File: src/rtl/mem_access_unit_pkg.sv
// Shared pipeline types for the memory stage: FSM state, datapath widths, MEM/WB bundle.
// The WB mux reuses mem_wb_t so both sides of the MEM/WB register agree on layout.
package mem_access_unit_pkg;

    localparam int WORD_W = 32;
    localparam int REG_W  = 5;

    typedef enum logic {
        IDLE = 1'b0,
        BUSY = 1'b1
    } state_t;

    typedef struct packed {
        logic [WORD_W-1:0] mem_data;
        logic [WORD_W-1:0] alu_res;
        logic [REG_W-1:0]  write_reg;
        logic              mem_to_reg;
        logic              reg_write;
    } mem_wb_t;

endpackage

File: src/rtl/mem_access_unit_if.sv
// Request/acknowledge data-memory port: the memory stage is master, the memory is slave.
// Request fields are held stable by the master for as long as mem_req is high.
interface mem_access_unit_if;
    import mem_access_unit_pkg::*;

    logic              mem_req;
    logic              mem_we;
    logic [WORD_W-1:0] mem_addr;
    logic [WORD_W-1:0] mem_wdata;
    logic              mem_ack;
    logic [WORD_W-1:0] mem_rdata;

    modport master (
        output mem_req, mem_we, mem_addr, mem_wdata,
        input  mem_ack, mem_rdata
    );

    modport slave (
        input  mem_req, mem_we, mem_addr, mem_wdata,
        output mem_ack, mem_rdata
    );

endinterface

File: src/rtl/mem_access_unit_mem_wb.sv
// MEM/WB pipeline register: captures d every cycle, or a zeroed bubble when bubble is set.
// Latency 1 cycle; no backpressure of its own, the owning FSM decides bubble vs capture.
module mem_wb_reg
    import mem_access_unit_pkg::*;
(
    input  logic    clk,
    input  logic    reset,
    input  logic    bubble,
    input  mem_wb_t d,
    output mem_wb_t q
);

    always_ff @(posedge clk or negedge reset) begin
        if (!reset) begin
            q <= '0;
        end else if (bubble) begin
            q <= '0;
        end else begin
            q <= d;
        end
    end

endmodule

File: src/rtl/mem_access_unit.sv
// Memory stage: turns EX/MEM load/store control into a req/ack transaction and owns MEM/WB.
// Latency 1 cycle for non-memory ops, 1+k cycles for an access acked in BUSY cycle k.
// Backpressure: stall holds the upstream pipeline while a request is launching or outstanding.
module mem_access_unit
    import mem_access_unit_pkg::*;
#(
    parameter int TIMEOUT = 16,
    parameter int CNT_W   = 5
) (
    input  logic               clk,
    input  logic               reset,
    input  logic [WORD_W-1:0]  alu_res,
    input  logic [WORD_W-1:0]  Rt_data,
    input  logic [REG_W-1:0]   write_reg,
    input  logic               MemWrite,
    input  logic               MemToReg,
    input  logic               RegWrite,
    input  logic               err_clr,
    mem_access_unit_if.master  mem,
    output logic               stall,
    output logic [WORD_W-1:0]  mem_data_out,
    output logic [WORD_W-1:0]  alu_res_out,
    output logic [REG_W-1:0]   write_reg_out,
    output logic               MemToReg_out,
    output logic               RegWrite_out,
    output logic               err_misaligned,
    output logic               err_timeout
);

    localparam logic [CNT_W-1:0] LAST_CNT = CNT_W'(TIMEOUT - 1);

    state_t           state, state_nxt;
    logic [CNT_W-1:0] cnt;
    logic             access, aligned;
    logic             launch, set_mis, set_to, bubble;
    mem_wb_t          wb_d, wb_q;

    assign access  = MemWrite | MemToReg;
    assign aligned = (alu_res[1:0] == 2'b00);

    always_comb begin
        state_nxt         = state;
        stall             = 1'b0;
        launch            = 1'b0;
        set_mis           = 1'b0;
        set_to            = 1'b0;
        bubble            = 1'b0;
        wb_d              = '0;
        wb_d.alu_res      = alu_res;
        wb_d.write_reg    = write_reg;

        case (state)
            IDLE: begin
                if (access && aligned) begin
                    stall     = 1'b1;
                    launch    = 1'b1;
                    bubble    = 1'b1;
                    state_nxt = BUSY;
                end else if (access) begin
                    // misaligned access retires with its write-back suppressed
                    set_mis = 1'b1;
                end else begin
                    wb_d.reg_write = RegWrite;
                end
            end
            BUSY: begin
                if (mem.mem_ack) begin
                    wb_d.mem_data   = mem.mem_rdata;
                    wb_d.reg_write  = RegWrite;
                    wb_d.mem_to_reg = MemToReg;
                    state_nxt       = IDLE;
                end else if (cnt == LAST_CNT) begin
                    set_to    = 1'b1;
                    state_nxt = IDLE;
                end else begin
                    stall  = 1'b1;
                    bubble = 1'b1;
                end
            end
            default: state_nxt = IDLE;
        endcase

        // stall must read 0 the moment reset asserts, even with an access presented
        if (!reset) begin
            stall = 1'b0;
        end
    end

    always_ff @(posedge clk or negedge reset) begin
        if (!reset) begin
            state          <= IDLE;
            cnt            <= '0;
            mem.mem_req    <= 1'b0;
            mem.mem_we     <= 1'b0;
            mem.mem_addr   <= '0;
            mem.mem_wdata  <= '0;
            err_misaligned <= 1'b0;
            err_timeout    <= 1'b0;
        end else begin
            state <= state_nxt;
            if (launch) begin
                cnt           <= '0;
                mem.mem_req   <= 1'b1;
                mem.mem_we    <= MemWrite;
                mem.mem_addr  <= alu_res;
                mem.mem_wdata <= Rt_data;
            end else if (state == BUSY) begin
                cnt <= cnt + 1'b1;
                if (state_nxt == IDLE) begin
                    mem.mem_req <= 1'b0;
                end
            end
            err_misaligned <= set_mis | (err_misaligned & ~err_clr);
            err_timeout    <= set_to  | (err_timeout & ~err_clr);
        end
    end

    mem_wb_reg u_mem_wb (
        .clk    (clk),
        .reset  (reset),
        .bubble (bubble),
        .d      (wb_d),
        .q      (wb_q)
    );

    assign mem_data_out  = wb_q.mem_data;
    assign alu_res_out   = wb_q.alu_res;
    assign write_reg_out = wb_q.write_reg;
    assign MemToReg_out  = wb_q.mem_to_reg;
    assign RegWrite_out  = wb_q.reg_write;

endmodule

File: src/flat_wrapper.sv
// flat-port wrapper written by rule: the top's interface ports become plain ports
module mem_access_unit_flat import mem_access_unit_pkg::*;
#(
    parameter int TIMEOUT = 16,
    parameter int CNT_W   = 5
)
  (clk, reset, alu_res, Rt_data, write_reg, MemWrite, MemToReg, RegWrite, err_clr, stall, mem_data_out, alu_res_out, write_reg_out, MemToReg_out, RegWrite_out, err_misaligned, err_timeout, mem_mem_req, mem_mem_we, mem_mem_addr, mem_mem_wdata, mem_mem_ack, mem_mem_rdata);
  mem_access_unit_if mem_i ();
  input  logic clk;
  input  logic reset;
  input  logic [WORD_W-1:0] alu_res;
  input  logic [WORD_W-1:0] Rt_data;
  input  logic [REG_W-1:0] write_reg;
  input  logic MemWrite;
  input  logic MemToReg;
  input  logic RegWrite;
  input  logic err_clr;
  output logic stall;
  output logic [WORD_W-1:0] mem_data_out;
  output logic [WORD_W-1:0] alu_res_out;
  output logic [REG_W-1:0] write_reg_out;
  output logic MemToReg_out;
  output logic RegWrite_out;
  output logic err_misaligned;
  output logic err_timeout;
  output wire logic [$bits(mem_i.mem_req)-1:0] mem_mem_req;
  output wire logic [$bits(mem_i.mem_we)-1:0] mem_mem_we;
  output wire logic [$bits(mem_i.mem_addr)-1:0] mem_mem_addr;
  output wire logic [$bits(mem_i.mem_wdata)-1:0] mem_mem_wdata;
  input wire logic [$bits(mem_i.mem_ack)-1:0] mem_mem_ack;
  input wire logic [$bits(mem_i.mem_rdata)-1:0] mem_mem_rdata;
  assign mem_mem_req = mem_i.mem_req;
  assign mem_mem_we = mem_i.mem_we;
  assign mem_mem_addr = mem_i.mem_addr;
  assign mem_mem_wdata = mem_i.mem_wdata;
  assign mem_i.mem_ack = mem_mem_ack;
  assign mem_i.mem_rdata = mem_mem_rdata;
  mem_access_unit #(.TIMEOUT(TIMEOUT), .CNT_W(CNT_W)) u_core (.clk(clk), .reset(reset), .alu_res(alu_res), .Rt_data(Rt_data), .write_reg(write_reg), .MemWrite(MemWrite), .MemToReg(MemToReg), .RegWrite(RegWrite), .err_clr(err_clr), .mem(mem_i), .stall(stall), .mem_data_out(mem_data_out), .alu_res_out(alu_res_out), .write_reg_out(write_reg_out), .MemToReg_out(MemToReg_out), .RegWrite_out(RegWrite_out), .err_misaligned(err_misaligned), .err_timeout(err_timeout));
endmodule
File: config.mk
export PLATFORM = sky130hd
export DESIGN_NAME = mem_access_unit_flat
export DESIGN_NICKNAME = d
export VERILOG_FILES = /design/src/rtl/mem_access_unit_pkg.sv /design/src/rtl/mem_access_unit_if.sv /design/src/rtl/mem_access_unit_mem_wb.sv /design/src/rtl/mem_access_unit.sv /design/src/flat_wrapper.sv
export SDC_FILE = /design/constraint.sdc
export NUM_CORES = 1
export LEC_CHECK = 0
export BUFFER_PORTS_ARGS = -buffer_cell sky130_fd_sc_hd__buf_4
export CORE_ASPECT_RATIO = 1.4
export CORE_MARGIN = 1
export CORE_UTILIZATION = 50
export CTS_CLUSTER_SIZE = 30
export DETAILED_ROUTE_END_ITERATION = 10
export PLACE_DENSITY = 0.85
export SLEW_MARGIN = 25
export SYNTH_ARGS = -nofsm -noshare
export SYNTH_HDL_FRONTEND = slang
export SYNTH_HIERARCHICAL = 1
export SYNTH_SLANG_ARGS = --single-unit
File: constraint.sdc
create_clock -name clk -period 3.64 [get_ports clk]
set_input_delay 0.728 -clock clk [delete_from_list [all_inputs] [get_ports clk]]
set_output_delay 0.728 -clock clk [all_outputs]
set_load 0.01 [all_outputs]
==> reports/summary.txt <==
TritonRoute pass-1 iters -> 5
initial antenna violation count -> 0
share of cells above drive strength 1 -> 56.1%
Critical Path Max Stage Delay -> 0.41 ns
Crit path required time -> 2.91 ns
delay-heaviest family, CP -> adder cells
Leak -> 4.04 nW
worst reg2reg setup slack -> 1.19 ns
fillers -> 650
Total GRT Usage -> 23.4%
TritonCTS clock tree -> built
Resized cells post-CTS -> 0
DP Area -> 7300 um2
number of placed I/O pins -> 248
Synth area leaders -> dfrtp_1, mux2_2, nor2b_1
Synth Register Bits -> 145
clock sinks -> 145
Setup TNS Final -> 0 ns
pwr dens -> 744 nW/um2
H-Tree Depth -> 4
Setup Skew -> 0.00507 ns
RSZ-0062 raised after global routing -> no
core area -> 10400 um2
crit path buf inv count -> 1
Ys Warns -> 6
critical path fanouts, max -> 3
clock latency on the worst-skew pair -> 0.40 ns
most used cell, CP -> ha_1
Routability Congestion -> 0.782
most frequent cells in the layout -> buf_4, dfrtp_1, nor2b_1
Iteration-0 DRC Markers -> 143
arrival time at the worst endpoint -> 1.98 ns
Post-synth ARST share -> 100%
die width -> 89.4 um
post-route ant nets -> 0
Netlist Area Pre-Place -> 5350 um2
Site Rows -> 44
largest net degree at the start of global routing -> 86
commonest non-fill, non-tap cell in the layout -> buf_4
Max VDD drop -> 0.497 mV
final WL -> 12.7 mm
Die ar. -> 11100 um2
post-DR vias/cell -> 4.88
DP HPWL -> 9.31 mm
# port buffers -> 247
DR WL/cell -> 16.5 um
register clock-pin slew on the reported worst setup and hold paths -> 0.06 ns
Least-Margin Pin Slew -> 0.758 ns
sequential-to-total area share from yosys stat -> 67.8%
HP Class -> input pin to async pin
critical path's slowest cell -> dfrtp_1
Final period util -> 74.4%
Worst setup EP type -> primary output
fmax -> 0.369 GHz
max-slew violations -> 0
Main synth FF type -> dfrtp_1
top cell type's share of synthesized area -> 67.8%
kind of critical path -> flop to primary output
Min Clock Period, post-route -> 2.71 ns
Setup Buffers After CTS -> 0
initial core utilization -> 51.4%
final hold viol count -> 0
syn nets -> 475
first-pass GRT wire length -> 19.0 mm
DIE HEIGHT -> 124 um
Gate Count Post-Synth -> 365
cts-stage hold buffer count -> 0
count of cell types in the netlist -> 24
final setup fails -> 0
area leader, netlist -> dfrtp_1
final worst setup slack -> 0.933 ns
total number of vias -> 3744
Area Overhead vs Synth -> 47.8%
Mean Syn Cell Area -> 14.7 um2
status -> completed
Slew headroom -> 49.3%
nets -> 726
Remaining DRCs -> 0
CP Launch Type -> flop
number of enable flip-flop cells after synthesis -> 0
Max Cap Viol -> 0
GRT Residual Overflow -> 0
antenna fix cells -> 0
Place WS -> 1.06 ns
root buffer cell -> clkbuf_16
footprint of the multi-input gates -> 1580 um2
vias in the first global route -> 3820
cell-by-cell listing of the critical path -> ha_1 > and3_1 > ha_1 > o21a_1 > nor3b_1 > buf_4
final instance area -> 7900 um2
TritonCTS Buffers -> 17
register area -> 3630 um2
CTS Buffer Depth -> 2
through the flow:
step           utilization (%)  hold slack, ns  power [mW]  instances
3_5_place_dp              70.2           0.485        4.20        735
5_1_grt                   76.0           0.517        6.18        767
6_report                  76.0           0.462        5.88        767
3_3_place_gp              70.2           0.477        4.11        735
4_1_cts                   75.9           0.500        5.93        767
2_1_floorplan                -           0.432        3.16        365
power by group:
group          total [mW]  leakage [nW]  switching (mW)  internal, mW
logic                1.78          1.94           0.776          1.00
clock network        1.73         0.280           0.647          1.08
registers            2.37          1.82           0.276          2.10
synthesized netlist by cell type (2+ instances only):
library cell / number
dfrtp_1: 145
nor2b_1: 73
mux2_2: 64
and3_1: 35
buf_2: 9
clkbuf_1: 7
buf_6: 5
inv_1: 5
a22o_1: 2
ha_1: 2
nor2_1: 2
o21ai_0: 2
o22ai_1: 2
o311ai_0: 2
logic make-up (layout without fill, tap and decap cells):
| logic type | after synthesis | in the layout | synth area share (%) |
|---|---|---|---|
| AOI/OAI and AO/OA | 12 | 12 | 1.85 |
| adders and majority gates | 2 | 2 | 0.468 |
| buffers and inverters | 26 | 290 | 2.74 |
| DFF | 145 | 145 | 67.8 |
| muxes | 64 | 64 | 13.5 |
| and+or+nand+nor | 116 | 116 | 13.6 |
routing by layer:
layer,global-route usage [%],part of all wire (%),vias to the layer above
met5,0,0,-
met4,12.4,4.0,0
met3,7.02,7.3,37
met2,40.3,54,165
met1,24.8,35,1814
li1,-,-,1728
path summary, 6_finish.rpt:
path,from,to,cells after the start
max,u_core/cnt[0],stall,6
min,reset,u_core/mem.mem_wdata[15],2
max reg2reg,u_core/cnt[0],u_core/u_mem_wb/q[8],7
min reg2reg,u_core/cnt[4],u_core/cnt[4],1
max in group asynchronous,reset,u_core/state,2
min in group clk,u_core/cnt[4],u_core/cnt[4],1
worst register-to-register path: stages, from the launching register on:
cell	delay, ns
dfrtp_1	0.41
ha_1	0.23
and3_1	0.18
ha_1	0.19
o21a_1	0.22
nor2_4	0.59
buf_4	0.40
nor2b_1	0.11
registers in the layout, indices dropped and copies added, names as in the netlist:
| name | flops |
|---|---|
| u_core/u_mem_wb/q | 71 |
| u_core/mem.mem_addr | 32 |
| u_core/mem.mem_wdata | 32 |
| u_core/cnt | 5 |
| u_core/err_misaligned | 1 |
| u_core/err_timeout | 1 |
| u_core/mem.mem_req | 1 |
| u_core/mem.mem_we | 1 |
| u_core/state | 1 |
cell type report:
class	count	share of cell area [%]
clock buffer	19	5.48
clock inverter	13	2.04
inverter	5	0.237
multi-input combinational	194	20.0
sequential	145	45.9
tap	138	2.18
timing repair buffer	253	24.1
Power figures use the tool's default switching activity.
